<file path="src/rtl/alarm_timer_if.sv">
// Register-bus and counter-tap bundle for the alarm_timer compare peripheral.
// The master side drives the bus and the counter value; the slave returns read data and irq.
interface alarm_timer_if #(
    parameter int WIDTH = 32
);
    logic [WIDTH-1:0] cnt;
    logic [WIDTH-1:0] addr;
    logic [WIDTH-1:0] din;
    logic             wen;
    logic             cs;
    logic [WIDTH-1:0] dout;
    logic             irq;

    modport master (
        output cnt, addr, din, wen, cs,
        input  dout, irq
    );

    modport slave (
        input  cnt, addr, din, wen, cs,
        output dout, irq
    );
endinterface

</file>
<file path="src/rtl/alarm_timer.sv">
// Compare/alarm peripheral: pends and interrupts on the rising edge of cnt == CMP, optional periodic re-arm.
// Latency: irq one clk after the equality cycle; reads are combinational and there is no backpressure.
module alarm_timer #(
    parameter int WIDTH = 32
) (
    input  logic          clk,
    input  logic          reset,
    alarm_timer_if.slave  bus
);
    typedef enum logic {
        IDLE  = 1'b0,
        ARMED = 1'b1
    } state_t;

    localparam logic [1:0] A_CTRL   = 2'd0;
    localparam logic [1:0] A_CMP    = 2'd1;
    localparam logic [1:0] A_PERIOD = 2'd2;
    localparam logic [1:0] A_STAT   = 2'd3;

    state_t           state, state_nxt;
    logic             per, per_nxt;
    logic             ie, ie_nxt;
    logic [WIDTH-1:0] cmp, cmp_nxt;
    logic [WIDTH-1:0] period, period_nxt;
    logic             pnd, pnd_nxt;
    logic             ovr, ovr_nxt;
    logic             match, match_d;
    logic             fire;
    logic             wr;
    logic             en;
    logic             unused_addr;

    assign unused_addr = ^bus.addr[WIDTH-1:2];

    assign wr    = bus.cs & bus.wen;
    assign en    = (state == ARMED);
    assign match = (bus.cnt == cmp);
    assign fire  = en & match & ~match_d;

    always_comb begin
        state_nxt  = state;
        per_nxt    = per;
        ie_nxt     = ie;
        cmp_nxt    = cmp;
        period_nxt = period;
        pnd_nxt    = pnd;
        ovr_nxt    = ovr;

        case (state)
            IDLE:  state_nxt = IDLE;
            ARMED: if (fire && !per) state_nxt = IDLE;
            default: state_nxt = IDLE;
        endcase

        if (fire && per)
            cmp_nxt = cmp + period;

        if (wr && bus.addr[1:0] == A_STAT) begin
            if (bus.din[0]) pnd_nxt = 1'b0;
            if (bus.din[1]) ovr_nxt = 1'b0;
        end

        // A clear landing on the fire edge counts as serviced first, so it is not an overrun.
        if (fire) begin
            pnd_nxt = 1'b1;
            if (pnd && !(wr && bus.addr[1:0] == A_STAT && bus.din[0]))
                ovr_nxt = 1'b1;
        end

        // CPU writes override same-cycle hardware updates of EN and CMP.
        if (wr) begin
            case (bus.addr[1:0])
                A_CTRL: begin
                    state_nxt = bus.din[0] ? ARMED : IDLE;
                    per_nxt   = bus.din[1];
                    ie_nxt    = bus.din[2];
                end
                A_CMP:    cmp_nxt    = bus.din;
                A_PERIOD: period_nxt = bus.din;
                default:  ;
            endcase
        end
    end

    always_ff @(posedge clk) begin
        if (reset) begin
            state   <= IDLE;
            per     <= 1'b0;
            ie      <= 1'b0;
            cmp     <= '0;
            period  <= '0;
            pnd     <= 1'b0;
            ovr     <= 1'b0;
            match_d <= 1'b0;
        end else begin
            state   <= state_nxt;
            per     <= per_nxt;
            ie      <= ie_nxt;
            cmp     <= cmp_nxt;
            period  <= period_nxt;
            pnd     <= pnd_nxt;
            ovr     <= ovr_nxt;
            match_d <= match;
        end
    end

    always_comb begin
        bus.dout = '0;
        case (bus.addr[1:0])
            A_CTRL:   bus.dout = {{(WIDTH-5){1'b0}}, ovr, pnd, ie, per, en};
            A_CMP:    bus.dout = cmp;
            A_PERIOD: bus.dout = period;
            A_STAT:   bus.dout = {{(WIDTH-2){1'b0}}, ovr, pnd};
            default:  bus.dout = '0;
        endcase
    end

    assign bus.irq = pnd & ie;
endmodule
</file>
<file path="src/flat_wrapper.sv">
// flat-port wrapper written by rule: the top's interface ports become plain ports
module alarm_timer_flat 
#(
    parameter int WIDTH = 32
)
  (clk, reset, bus_cnt, bus_addr, bus_din, bus_wen, bus_cs, bus_dout, bus_irq);
  alarm_timer_if #(.WIDTH(WIDTH)) bus_i ();
  input  logic clk;
  input  logic reset;
  input wire logic [$bits(bus_i.cnt)-1:0] bus_cnt;
  input wire logic [$bits(bus_i.addr)-1:0] bus_addr;
  input wire logic [$bits(bus_i.din)-1:0] bus_din;
  input wire logic [$bits(bus_i.wen)-1:0] bus_wen;
  input wire logic [$bits(bus_i.cs)-1:0] bus_cs;
  output wire logic [$bits(bus_i.dout)-1:0] bus_dout;
  output wire logic [$bits(bus_i.irq)-1:0] bus_irq;
  assign bus_i.cnt = bus_cnt;
  assign bus_i.addr = bus_addr;
  assign bus_i.din = bus_din;
  assign bus_i.wen = bus_wen;
  assign bus_i.cs = bus_cs;
  assign bus_dout = bus_i.dout;
  assign bus_irq = bus_i.irq;
  alarm_timer #(.WIDTH(WIDTH)) u_core (.clk(clk), .reset(reset), .bus(bus_i));
endmodule
</file>
<file path="config.mk">
export PLATFORM = sky130hd
export DESIGN_NAME = alarm_timer_flat
export DESIGN_NICKNAME = d
export VERILOG_FILES = /design/src/rtl/alarm_timer_if.sv /design/src/rtl/alarm_timer.sv /design/src/flat_wrapper.sv
export SDC_FILE = /design/constraint.sdc
export NUM_CORES = 1
export LEC_CHECK = 0
export BUFFER_PORTS_ARGS = -buffer_cell sky130_fd_sc_hd__buf_4
export CAP_MARGIN = 20
export CORE_UTILIZATION = 30
export CTS_CLUSTER_SIZE = 16
export DETAILED_ROUTE_END_ITERATION = 10
export PLACE_DENSITY = 0.5
export SYNTH_ARGS = -nofsm -noshare
export SYNTH_HDL_FRONTEND = slang
export SYNTH_SLANG_ARGS = --single-unit
</file>
<file path="constraint.sdc">
create_clock -name clk -period 4.65 [get_ports clk]
set_input_delay 0.2325 -clock clk [delete_from_list [all_inputs] [get_ports clk]]
set_output_delay 0.2325 -clock clk [all_outputs]
set_load 0.02 [all_outputs]
</file>
==> run metrics <==
post-place setup slack=1.47 ns; Reg clk slew, reported paths=around 0.07 ns; Fill cells=around 1800; residual DRC count=0; power density cells=between 200 and 250 mW/mm^2; initial drt markers=roughly 420; CTS Root Cell=clkbuf_16; GPL Wtd Cong=about 0.9; via total after detailed routing=5105; vias per cell=around 5.4; CTS tree=built; Port Buffers=just over 100; Area Overhead vs Synth=23.8%; core area=~0.017 sq mm; Antenna Nets Post-Route=0; synth warn=0; outcome=finished clean; WL per Instance=between 15 and 20 microns; CTS resizes=0; Worst Path Arrival=3.53 ns; crit end category=register; number of detailed-route iterations in the first pass=5; min Tclk post-route=3.29 ns; Post-CTS Setup Repair Bufs=0; RSZ-0062 raised after global routing=false; maxcap violations=0; Startpoint Class=register; Rows=47; Top Ports=~130; final setup skew=around 0.012 ns; Max Fanout on Critical Path=14; Synth Area in Adders=0.0801; number of synthesized flops with an enable pin=0; slew margin rel.=0.445; CTS max path bufs=2; ys async rst share=0; combinational family with the most area after synthesis=compound AO/OA/AOI/OAI gates; initial core utilization=0.307; share of the synthesized area in the top cell type=0.275; Seq cells post-synth=70; Ant. Diodes=0; synth top area cells=dfxtp_1, nand2_1, ha_1, a21oi_1, xor2_1; Routed WL=17200 microns; fin. max-slew vios=0; post-synthesis cell count=647; setup violators final=0; Synthesized Nets=779; Cell variety after synth=61; total chip power=roughly 1.5 mW; Die X=~130 microns; worst skew pair latency=between 0.3 and 0.4 ns; CTS Buf Count=9; leakage power=between 2 and 3 nW; # H-tree levels=3; number of global-route vias before repair=4959; Die Ht=132 microns; GRT Total Usage=0.200; initial antenna violation count=0; share of layout cells above drive strength 1=0.184; area share of xor/xnor cells in the synthesized design=0.0911; Synth Area in Simple Gates=0.200; total grt overflow=0; Final period util=0.708; Req. time, crit path=~5 ns; VDD IR-drop max=between 0.15 and 0.2 mV; clock sinks=70; Fmax=slightly above 300 MHz; Synth Flop Type=dfxtp_1; fin worst setup slack=1.36 ns; largest net degree at the start of global routing=67; synthesized cell area=between 0.005 and 0.006 sq mm; Yosys top cell by area=dfxtp_1; die area=about 0.018 sq mm; layout net count=860; Post-CTS Hold Fix Bufs=0; global-route wire length before repair=27100 microns; mux cell area share after synthesis=0.0580; Synth Area in Compound Gates=0.256; Worst-Margin Slew=0.833 ns; Post-DP HPWL=between 10000 and 15000 microns; final setup TNS=0 ns; Synth Area per Inst=7.87 sq um; HP Class=input port to register; register area share after synthesis=0.275; final hold vios=0; Worst Setup Path Type=register to register
layout by cell type (no fill, tap or decap), drive strengths merged, types with 3 or more instances in the layout:
cell        n
a21oi      70
a31oi       6
nand2b      3
and2        6
a22o       27
clkinvlp    3
nor4       11
a211oi     24
buf       108
nor3b       3
nor2       46
a21o        8
nand2     105
inv         8
nand3b      3
o21ai      34
xnor2      16
dfxtp      70
xor2       37
o211ai      6
nand3       9
nand4       9
o31ai       5
nor2b       4
mux2i      25
ha         31
nor3        8
clkbuf     10
a21boi      3
per-stage QoR:
| stage | util | area [sq um] | hold slack (ns) | std cells |
|---|---|---|---|---|
| after floorplan | - | 5090 | 0.365 | 647 |
| after global placement | 0.363 | 6010 | 0.463 | 937 |
| after detailed placement | 0.363 | 6010 | 0.473 | 937 |
| after CTS | 0.380 | 6300 | 0.121 | 953 |
| final | 0.380 | 6300 | 0.132 | 953 |
| after global routing | 0.380 | 6300 | 0.135 | 953 |
cell type report:
type,count,area (sq um),area share
Clock inverter,6,62.6,0.00992
Sequential cell,70,1400,0.222
Clock buffer,10,229,0.0363
Inverter,8,30.0,0.00476
Multi-Input combinational cell,531,3490,0.554
Tap cell,220,275,0.0437
Timing Repair Buffer,108,811,0.129
per-layer routing:
metal  track usage  share of wire  up-vias
met1         0.279           0.49     2429
met4        0.0747          0.018        0
met2         0.297           0.44      138
met5             0              0        -
li1              -              -     2521
met3        0.0450          0.054       17
report_power, final:
group | total (mW) | internal, mW | switching (mW)
logic | 0.207 | 0.0920 | 0.115
clock network | 0.700 | 0.414 | 0.287
registers | 0.633 | 0.615 | 0.0180
total | 1.54 | 1.12 | 0.419
cells in the mapped netlist (3+ instances only):
library cell	number
nand4_1	9
nand2_1	104
a31oi_1	6
nor4_1	10
a21o_1	8
mux2i_1	25
dfxtp_1	70
nor3b_1	3
a211oi_1	24
o21ai_0	31
nand3_1	9
buf_2	3
nor2b_1	4
xnor2_1	16
ha_1	31
nand2b_1	3
buf_6	3
nor2_1	46
nor3_1	8
clkbuf_1	29
xor2_1	37
a21oi_1	69
nand3b_1	3
o31ai_1	5
o211ai_1	6
a22o_1	27
and2_1	6
inv_1	8
state kept, by name, summed over array words and instances, names as in the netlist:
name,count
u_core.cmp,32
u_core.en,1
u_core.ie,1
u_core.match_d,1
u_core.ovr,1
u_core.per,1
u_core.period,32
u_core.pnd,1
worst paths after layout:
path | from | endpoint | slack, ns | cells past startpoint
setup / recovery | u_core.cmp[13]$_SDFF_PP0_ | u_core.cmp[26]$_SDFF_PP0_ | 1.36 | 7
hold / removal | bus_din[15] | u_core.period[15]$_SDFFE_PP0P_ | 0.13 | 3
setup reg to reg | u_core.cmp[13]$_SDFF_PP0_ | u_core.cmp[26]$_SDFF_PP0_ | 1.36 | 7
hold reg to reg | u_core.period[30]$_SDFFE_PP0P_ | u_core.period[30]$_SDFFE_PP0P_ | 0.48 | 2
cells by family after synthesis:
family | after synthesis
AND/OR/NAND/NOR | 219
AO/OA/AOI/OAI | 200
flip-flops | 70
XOR/XNOR | 53
buffers and inverters | 46
adder cells (fa/ha/maj) | 32
multiplexers | 27
worst max-delay path: stages, from the launching register on:
cell and delay [ns]:
dfxtp_1 0.37, xor2_1 0.20, nor4_1 0.61, nand4_1 0.31
nor4_4 0.78, inv_1 0.40, a21o_1 0.28, o221a_2 0.22
Note: power is estimated with default switching activity, not from simulation.
